## config.mk

```make
export PLATFORM = sky130hd
export DESIGN_NAME = riscv_regs_wb_arb
export DESIGN_NICKNAME = d
export VERILOG_FILES = /design/src/rtl/riscv_pkg.sv /design/src/rtl/riscv_rr_arb2.sv /design/src/rtl/riscv_regs_wb_arb.sv
export SDC_FILE = /design/constraint.sdc
export NUM_CORES = 1
export LEC_CHECK = 0
export ABC_AREA = 1
export CORE_ASPECT_RATIO = 1.1
export CORE_MARGIN = 2
export CORE_UTILIZATION = 25
export DETAILED_ROUTE_END_ITERATION = 8
export PLACE_DENSITY = 0.77
export SYNTH_ARGS = -nofsm -noshare
export SYNTH_HDL_FRONTEND = slang
export SYNTH_SLANG_ARGS = --single-unit
```

## constraint.sdc

```tcl
create_clock -name clk -period 1.37 [get_ports clk]
set_input_delay 0.3425 -clock clk [delete_from_list [all_inputs] [get_ports clk]]
set_output_delay 0.3425 -clock clk [all_outputs]
set_load 0.01 [all_outputs]
```

## src/rtl/riscv_pkg.sv

```systemverilog
// Shared definitions for the write-back path of the integer register file.
// Holds the requester indices, the requester count and the write request
// record (destination register + data) used by riscv_regs_wb_arb.
package riscv_pkg;

  localparam int unsigned REQ_ALU    = 0;
  localparam int unsigned REQ_LSU    = 1;
  localparam int unsigned NUM_WB_REQ = 2;

  localparam int unsigned WB_ADDR_LENGTH = 5;
  localparam int unsigned WB_WORD_LENGTH = 32;

  typedef struct packed {
    logic [WB_ADDR_LENGTH-1:0] addr;
    logic [WB_WORD_LENGTH-1:0] data;
  } wb_req_t;

endpackage

```

## src/rtl/riscv_rr_arb2.sv

```systemverilog
// Two-way round-robin arbiter.
// Ports:
//   clk, rst_n : clock, asynchronous active-low reset
//   valid      : per-requester request (bit 0 ALU, bit 1 LSU)
//   advance    : a grant was consumed this cycle; move the pointer to the winner
//   grant      : one-hot (or zero) grant, combinational from valid and rr_last
// rr_last resets to 1 so requester 0 wins the first tie.
module riscv_rr_arb2
  import riscv_pkg::*;
(
  input  logic                  clk,
  input  logic                  rst_n,
  input  logic [NUM_WB_REQ-1:0] valid,
  input  logic                  advance,
  output logic [NUM_WB_REQ-1:0] grant
);

  logic rr_last_q, rr_last_d;

  always_comb begin
    grant = '0;
    unique case (valid)
      2'b01:   grant = 2'b01;
      2'b10:   grant = 2'b10;
      // Tie: favour whoever did not win last time.
      2'b11:   grant = rr_last_q ? 2'b01 : 2'b10;
      default: grant = '0;
    endcase
  end

  always_comb begin
    rr_last_d = rr_last_q;
    if (advance) begin
      rr_last_d = grant[REQ_LSU];
    end
  end

  always_ff @(posedge clk or negedge rst_n) begin
    if (!rst_n) begin
      rr_last_q <= 1'b1;
    end else begin
      rr_last_q <= rr_last_d;
    end
  end

endmodule

```

## src/rtl/riscv_regs_wb_arb.sv

```systemverilog
// Write-back arbiter and sequencer for the register file's single write port.
// Ports:
//   clk, rst_n                   : clock, asynchronous active-low reset
//   req_valid / req_ready        : per-requester handshake (bit 0 ALU, bit 1 LSU)
//   req_addr0/1, req_data0/1     : destination register and data per requester
//   rf_write_en/addr, rf_data    : registered write to the register file
//   rd_addr1/2, rf_read_data1/2  : read addresses and raw register file data
//   rd_data1/2                   : read data for consumers
// Build option: RISCV_WB_BYPASS_EN forwards the write currently on the port to
// matching read ports; otherwise the read data passes straight through.
module riscv_regs_wb_arb
  import riscv_pkg::*;
#(
  parameter int unsigned WORD_LENGTH = WB_WORD_LENGTH,
  parameter int unsigned ADDR_LENGTH = WB_ADDR_LENGTH
) (
  input  logic                   clk,
  input  logic                   rst_n,
  input  logic [NUM_WB_REQ-1:0]  req_valid,
  output logic [NUM_WB_REQ-1:0]  req_ready,
  input  logic [ADDR_LENGTH-1:0] req_addr0,
  input  logic [ADDR_LENGTH-1:0] req_addr1,
  input  logic [WORD_LENGTH-1:0] req_data0,
  input  logic [WORD_LENGTH-1:0] req_data1,
  output logic                   rf_write_en,
  output logic [ADDR_LENGTH-1:0] rf_write_addr,
  output logic [WORD_LENGTH-1:0] rf_data,
  input  logic [ADDR_LENGTH-1:0] rd_addr1,
  input  logic [ADDR_LENGTH-1:0] rd_addr2,
  input  logic [WORD_LENGTH-1:0] rf_read_data1,
  input  logic [WORD_LENGTH-1:0] rf_read_data2,
  output logic [WORD_LENGTH-1:0] rd_data1,
  output logic [WORD_LENGTH-1:0] rd_data2
);

  logic [NUM_WB_REQ-1:0]  grant;
  logic                   transfer;
  wb_req_t                req_alu, req_lsu, req_sel;

  logic                   rf_write_en_q, rf_write_en_d;
  logic [ADDR_LENGTH-1:0] rf_write_addr_q, rf_write_addr_d;
  logic [WORD_LENGTH-1:0] rf_data_q, rf_data_d;

  riscv_rr_arb2 u_rr_arb2 (
    .clk     (clk),
    .rst_n   (rst_n),
    .valid   (req_valid),
    .advance (transfer),
    .grant   (grant)
  );

  // No grant may be visible while reset is held.
  assign req_ready = grant & {NUM_WB_REQ{rst_n}};
  assign transfer  = |(req_valid & req_ready);

  assign req_alu = '{addr: req_addr0, data: req_data0};
  assign req_lsu = '{addr: req_addr1, data: req_data1};
  assign req_sel = grant[REQ_LSU] ? req_lsu : req_alu;

  always_comb begin
    rf_write_en_d   = 1'b0;
    rf_write_addr_d = rf_write_addr_q;
    rf_data_d       = rf_data_q;
    if (transfer) begin
      // x0 writes are consumed but never reach the register file.
      rf_write_en_d   = (req_sel.addr != '0);
      rf_write_addr_d = req_sel.addr;
      rf_data_d       = req_sel.data;
    end
  end

  always_ff @(posedge clk or negedge rst_n) begin
    if (!rst_n) begin
      rf_write_en_q   <= 1'b0;
      rf_write_addr_q <= '0;
      rf_data_q       <= '0;
    end else begin
      rf_write_en_q   <= rf_write_en_d;
      rf_write_addr_q <= rf_write_addr_d;
      rf_data_q       <= rf_data_d;
    end
  end

  assign rf_write_en   = rf_write_en_q;
  assign rf_write_addr = rf_write_addr_q;
  assign rf_data       = rf_data_q;

`ifdef RISCV_WB_BYPASS_EN
  // Covers the cycle where the write is on the port but not yet committed.
  always_comb begin
    rd_data1 = rf_read_data1;
    rd_data2 = rf_read_data2;
    if (rf_write_en_q && (rd_addr1 == rf_write_addr_q) && (rd_addr1 != '0)) begin
      rd_data1 = rf_data_q;
    end
    if (rf_write_en_q && (rd_addr2 == rf_write_addr_q) && (rd_addr2 != '0)) begin
      rd_data2 = rf_data_q;
    end
  end
`else
  assign rd_data1 = rf_read_data1;
  assign rd_data2 = rf_read_data2;
`endif

endmodule

```

==> summary.txt, run 1 <==
Status
  – Status: complete, but fails checks
  – Failing checks: setup timing

Synth
  – Unique cell type count in the Yosys netlist: 16
  – Largest area contributor in the netlist: dfrtp_1
  – Netlist Area Pre-Place: 2303 µm²
  – Sequential area share after synthesis: 42.42%
  – Top-area cell type share of the netlist area: 41.28%
  – Syn Inst Count: 293
  – Syn nets: 445
  – Ys Warns: 0
  – Syn Area/Cell: 7.862 µm²
  – Synth area leaders: dfrtp_1, buf_4, o21ai_1
  – FF+latch count, synth: 39

Global route
  – Total track usage: 13.15%
  – Antenna violations before repair: 0
  – Largest net degree at the start of global routing: 45
  – Vias in the first global route: 2095
  – First-pass GRT wire length: 10.25 mm
  – Gr ovfl total: 0

Setup path
  – Critical-path cell list: nand3_2, nand2_4, nor2_2, buf_2
  – Crit Path Max Fanout: 3
  – CP Data Required Time: 1030 ps
  – Arr. time, crit path: 1230 ps
  – CP Capture Type: primary output
  – CP startpoint kind: flip-flop
  – Crit Path Class: reg -> out
  – CP max-delay cell: dfstp_2
  – Largest stage delay on the critical path: 570 ps

Min path
  – Worst min path class: in -> async

Clocking
  – Reg clk slew, reported paths: 80 ps
  – Max Buffers Root-to-Sink: 2
  – Clk sinks: 39
  – CTS tree: yes
  – Clock latency at the later pin of the worst-skew pair: 290 ps
  – H-tree depth: 2
  – Clock root cell: clkbuf_8
  – CTS Hold Bufs: 0
  – Cts bufs inserted: 5

Floorplan
  – Core ar.: 8919 µm²
  – Rows: 36
  – Chip width: 95.52 µm
  – Number of I/O pins: 256
  – Die Area: 9999 µm²
  – Die H: 104.7 µm
  – Initial Util: 25.83%

Finish
  – Fin util: 36.87%
  – Diodes inserted: 0
  – Register Area: 977.2 µm²
  – Area grow syn2layout: 42.75%
  – Nets: 507
  – Fillers: 922
  – Layout cells sized above 1: 10.11%
  – Multi-input logic area: 747.0 µm²

Placement
  – DP HPWL: 4.594 mm
  – Post-Place Setup Slack: -727.3 ps
  – Routability cong.: 0.8263
  – PortBufs: 117

Power
  – Pleak: 1.505 nW
  – Pwr dens: 954.7 nW/µm²
  – Maximum VDD drop: 381.3 µV

STA
  – Final cycle utilization of the critical path: 114.8%
  – Slew headroom: 65.26%
  – Fin. max-slew vios: 0
  – Worst Skew: 5.658 ps
  – Tightest Pin Transition: 521.0 ps
  – Hold Vio Cnt, Final: 0
  – Setup ws final: -203.0 ps
  – Worst hold slack: 164.8 ps
  – Minimum clock period: 1573 ps
  – Setup TNS: -527.6 ps
  – Final setup viols: 3
  – FMAX: 0.6357 GHz
  – RSZ-0062 raised after global routing: true

Drt
  – WL final: 7.308 mm
  – Final ANT Viol Nets: 0
  – Routed WL per cell: 15.55 µm
  – DRC: 0
  – Via count: 2177
  – Number of DRC markers in iteration 0: 92
  – DR pass1 iterations: 4
  – Vias per std cell: 4.632

Job
  – Max Cap Viol: 0
-- cell usage in the layout (no fill, tap or decap), drive strengths merged --
| cell type | count |
|---|---|
| buf | 17 |
| clkinv | 1 |
| nand2 | 52 |
| a21oi | 1 |
| nand3 | 2 |
| dfrtp | 38 |
| o21ai | 71 |
| clkdlybuf4s50 | 74 |
| nor2 | 38 |
| dfstp | 1 |
| inv | 12 |
| clkdlybuf4s15 | 2 |
| clkbuf | 9 |
| dlygate4sd2 | 38 |
-- cells in the mapped netlist, drive strengths merged --
| cell | n |
|---|---|
| nand2 | 52 |
| buf | 77 |
| dfrtp | 38 |
| inv | 12 |
| clkbuf | 1 |
| a21oi | 1 |
| o21ai | 71 |
| nor2 | 38 |
| nand3 | 2 |
| dfstp | 1 |
-- final cells by class --
cell class / instances / area share [%]
clock buffer: 7 / 2.321
clock inverter: 1 / 0.1522
inverter: 12 / 1.370
multi-input combinational: 164 / 22.72
sequential: 39 / 29.72
tap: 114 / 4.338
timing repair buffer: 133 / 39.38
-- what timing repair did --
| item | CTS | global route |
|---|---|---|
| setup endpoints to repair | 79 | 22 |
| buffers inserted | 3 | 5 |
| gates cloned | 0 | 3 |
| resized for setup | 56 | 8 |
| pin swaps | 4 | 1 |
-- path summary, 6_finish.rpt --
| path | from | endpoint | slack [ps] | cells past startpoint |
|---|---|---|---|---|
| worst max-delay path | u_rr_arb2.rr_last_q | req_ready[1] | -200 | 4 |
| worst min-delay path | rst_n | rf_write_addr[1] | 160 | 2 |
| worst min register to register | rf_data[4] | rf_data[4] | 490 | 2 |
| worst max register to register | u_rr_arb2.rr_last_q | rf_write_en | -110 | 9 |
| min in group clk | rst_n | u_rr_arb2.rr_last_q | 440 | 5 |
| max in group asynchronous | rst_n | u_rr_arb2.rr_last_q | 840 | 2 |
-- per-stage QoR --
stage	instances	power (mW)	area, µm²
floorplan	293	1.970	2303
global placement	453	2.421	3108
detailed placement	453	2.442	3108
CTS	462	3.137	3167
global route	470	3.361	3288
finish	470	3.139	3288
-- where the power goes --
part / internal (mW) / total (mW) / switching [mW]
sequential: 1.31 / 1.40 / 0.0817
clock: 0.358 / 0.763 / 0.405
combinational: 0.520 / 0.980 / 0.460
total: 2.19 / 3.14 / 0.947
-- sequential cells by signal, indices dropped and copies added, names as in the netlist --
register,cells
rf_data,32
rf_write_addr,5
rf_write_en,1
u_rr_arb2.rr_last_q,1
-- worst max-delay path, delay by kind of cell (launching register included) --
kind / cells / cell delay (ps)
AND/OR/NAND/NOR: 3 / 240
buffers and inverters: 1 / 130
flip-flops: 1 / 570
-- per-layer routing --
layer | vias up | GRT usage [%] | part of all wire (%)
li1 | 995 | - | -
met1 | 1002 | 14.55 | 40
met2 | 130 | 21.13 | 47
met3 | 50 | 3.461 | 8.0
met4 | 0 | 9.796 | 5.4
met5 | - | 0 | 0
-- cells by family (layout without fill, tap and decap cells) --
kind of cell / count (synthesis) / count (layout) / share of synthesized area (%)
simple gates: 92 / 92 / 15.32
flops: 39 / 39 / 42.42
compound gates: 72 / 72 / 16.13
buf+inv: 90 / 153 / 26.13
No activity file was read; power rests on OpenSTA's default activity.
==> run 2, diff against run 1 <==
--- a/config.mk
+++ b/config.mk
@@ -6,11 +6,14 @@
 export NUM_CORES = 1
 export LEC_CHECK = 0
 export ABC_AREA = 1
+export ABC_CLOCK_PERIOD_IN_PS = 1370
+export CELL_PAD_IN_SITES_DETAIL_PLACEMENT = 1
+export CELL_PAD_IN_SITES_GLOBAL_PLACEMENT = 2
 export CORE_ASPECT_RATIO = 1.1
 export CORE_MARGIN = 2
-export CORE_UTILIZATION = 25
+export CORE_UTILIZATION = 11
 export DETAILED_ROUTE_END_ITERATION = 8
-export PLACE_DENSITY = 0.77
+export PLACE_DENSITY_LB_ADDON = 0.1
 export SYNTH_ARGS = -nofsm -noshare
 export SYNTH_HDL_FRONTEND = slang
 export SYNTH_SLANG_ARGS = --single-unit
==> run 2 against run 1 <==
Against the previous run: combinational power rose by 17%; largest power group unchanged; first-iteration DRC count decreased by 60%; the flow still finishes with violations (setup timing); non-clock buffer count rose by 5; design area is 17% higher.
==> summary.txt, run 2 (same netlist as run 1, synthesis figures left out) <==
Setup path
  – Largest stage delay on the critical path: 570 ps (about the same)
  – CP startpoint kind: flip-flop
  – Crit Path Max Fanout: 2 (-1)
  – CP Capture Type: primary output
  – Reg2reg path depth: 9 (unchanged)
  – Largest delay share family, worst path: flip-flops
  – Worst path depth: 4 (unchanged)
  – Buf/Inv on CP: 2 (+1)
  – Flop2flop setup slack: -170 ps (-60 ps)
  – Reg-to-reg endpoint: rf_write_en
  – CP Data Required Time: 1030 ps (about the same)
  – CP max-delay cell: dfstp_2
  – Critical-path cell list: buf_12, a21oi_4, nor2_2, buf_4
  – CP endpoint: req_ready[0]
  – Arr. time, crit path: 1250 ps (+20 ps)
  – CP startpoint: u_rr_arb2.rr_last_q
  – Worst R2R Start: u_rr_arb2.rr_last_q
  – Crit Path Class: reg -> out

Clocking
  – Clock latency at the later pin of the worst-skew pair: 290 ps (about the same)
  – Clk sinks: 39 (unchanged)
  – CTS tree: yes
  – Clock root cell: clkbuf_16
  – Reg clk slew, reported paths: 60 ps (-20 ps)
  – Cts bufs inserted: 5 (unchanged)
  – Max Buffers Root-to-Sink: 2 (unchanged)
  – H-tree depth: 2 (unchanged)

Finish
  – Area grow syn2layout: 66.49%
  – Non-Filler Instances: 617 (+31%)
  – Commonest cells after routing, fill and taps aside: clkdlybuf4s50_1, nand2_1, dlygate4sd2_1
  – Nets: 512 (+0.99%)
  – Max reg flops: 32 (unchanged)
  – Fillers: 2397 (+160%)
  – Layout cells sized above 1: 17.45% (+7.3 points)
  – Most common cell after layout, fill and taps aside: clkdlybuf4s50_1
  – Diodes inserted: 0 (unchanged)

Drt
  – Routed WL per cell: 15.68 µm (+0.87%)
  – Via count: 2146 (-1.4%)
  – Number of DRC markers in iteration 0: 37 (-60%)
  – DRC: 0 (unchanged)
  – Vias per std cell: 3.478 (-25%)
  – DR pass1 iterations: 4 (unchanged)
  – WL final: 9.677 mm (+32%)
  – Final ANT Viol Nets: 0 (unchanged)

Floorplan
  – Chip width: 142.0 µm (+49%)
  – Core ar.: 20580 µm² (+130%)
  – Die Area: 22120 µm² (+120%)
  – Number of I/O pins: 256 (unchanged)
  – Rows: 55 (+53%)
  – Die H: 155.8 µm (+49%)
  – Initial Util: 11.19% (-15 points)

Min path
  – Worst min path class: in -> async

Global route
  – Total track usage: 8.556% (-4.6 points)
  – Antenna violations before repair: 0 (unchanged)
  – First-pass GRT wire length: 13.96 mm (+36%)
  – Largest net degree at the start of global routing: 45 (unchanged)
  – Gr ovfl total: 0 (unchanged)
  – Vias in the first global route: 2324 (+11%)

STA
  – Final cycle utilization of the critical path: 116.5% (+1.7 points)
  – RSZ-0062 raised after global routing: true
  – Tightest Pin Transition: 557.7 ps (+36.70 ps)
  – Slew headroom: 62.82% (-2.4 points)
  – Final setup viols: 23 (+20)
  – Setup TNS: -2500 ps (-1972 ps)
  – Worst hold slack: 190.6 ps (+25.77 ps)
  – Fin. max-slew vios: 0 (unchanged)
  – FMAX: 0.6265 GHz (-1.4%)
  – Setup ws final: -226.1 ps (-23.13 ps)
  – Hold Vio Cnt, Final: 0 (unchanged)
  – Minimum clock period: 1596 ps (+23.13 ps)
  – Worst Skew: 2.736 ps (-2.923 ps)

Job
  – Max Cap Viol: 0 (unchanged)

Placement
  – Post-Place Setup Slack: -797.4 ps (-70.07 ps)
  – Dpl cells: 597 (+32%)
  – PortBufs: 117 (unchanged)
  – Routability cong.: 0.6455 (-22%)
  – DP HPWL: 5.869 mm (+28%)

Status
  – Status: complete, but fails checks
  – Failing checks: setup timing

Power
  – Pwr dens: 998.4 nW/µm² (+4.6%)
  – Maximum VDD drop: 361.8 µV (-5.1%)
  – Pleak: 1.626 nW (+8.0%)
  – Final total power: 3.829 mW (+22%)
[run 2: layer usage]
| metal | share of wire [%] | global-route usage [%] |
|---|---|---|
| met5 | 0 | 0 |
| met3 | 7.2 | 2.855 |
| met1 | 43 | 10.07 |
| met2 | 48 | 14.56 |
| met4 | 2.1 | 2.952 |
[run 2: power by group]
group | leakage, nW | switching (mW) | internal [mW]
Combinational | 1.08 | 0.542 | 0.610
Sequential | 0.472 | 0.0885 | 1.32
Clock | 0.0772 | 0.494 | 0.777
[run 2: cell type report]
cell class / count / area, µm² / area share, %
tap: 256 / 320.3 / 8.352
clock buffer: 8 / 156.4 / 4.078
inverter: 12 / 45.04 / 1.175
sequential: 39 / 977.2 / 25.48
timing repair buffer: 138 / 1451 / 37.85
multi-input combinational: 164 / 884.6 / 23.07
[run 2: per-stage QoR]
stage / util, % / cell area (µm²)
final: 18.64 / 3835
after global routing: 18.64 / 3835
after CTS: 17.84 / 3670
after detailed placement: 16.07 / 3306
after global placement: 16.07 / 3306
after floorplan: - / 2303
[run 2: timing repair]
item / 4_1_cts / 5_1_grt
setup endpoints to repair: 79 / 42
resized for setup: 70 / 46
pin swaps: 7 / 17
cloned: 4 / 1
hold buffers: 0 / 0
setup buffers: 7 / 2
[run 2: worst reg2reg max path, cell delays in order (launching register included)]
cell and delay [ps]:
dfstp_2 570, nand3_2 90, nand2_4 100, buf_6 130
buf_16 120, nand2_1 80, o21ai_4 80, nand2_1 70
nor2_1 110, nor2_1 50
[run 2: how the worst min path moves through the flow]
stage	endpoint	depth (start not counted)	slack, ps	startpoint
6_report	rf_write_addr[2]	2	190	rst_n
5_1_grt	rf_write_addr[4]	2	260	rst_n
4_1_cts	rf_write_addr[2]	2	230	rst_n
3_5_place_dp	rf_data[24]	2	480	rf_data[24]
3_3_place_gp	rf_data[24]	2	470	rf_data[24]
2_1_floorplan	rf_data[0]	0	50	rst_n
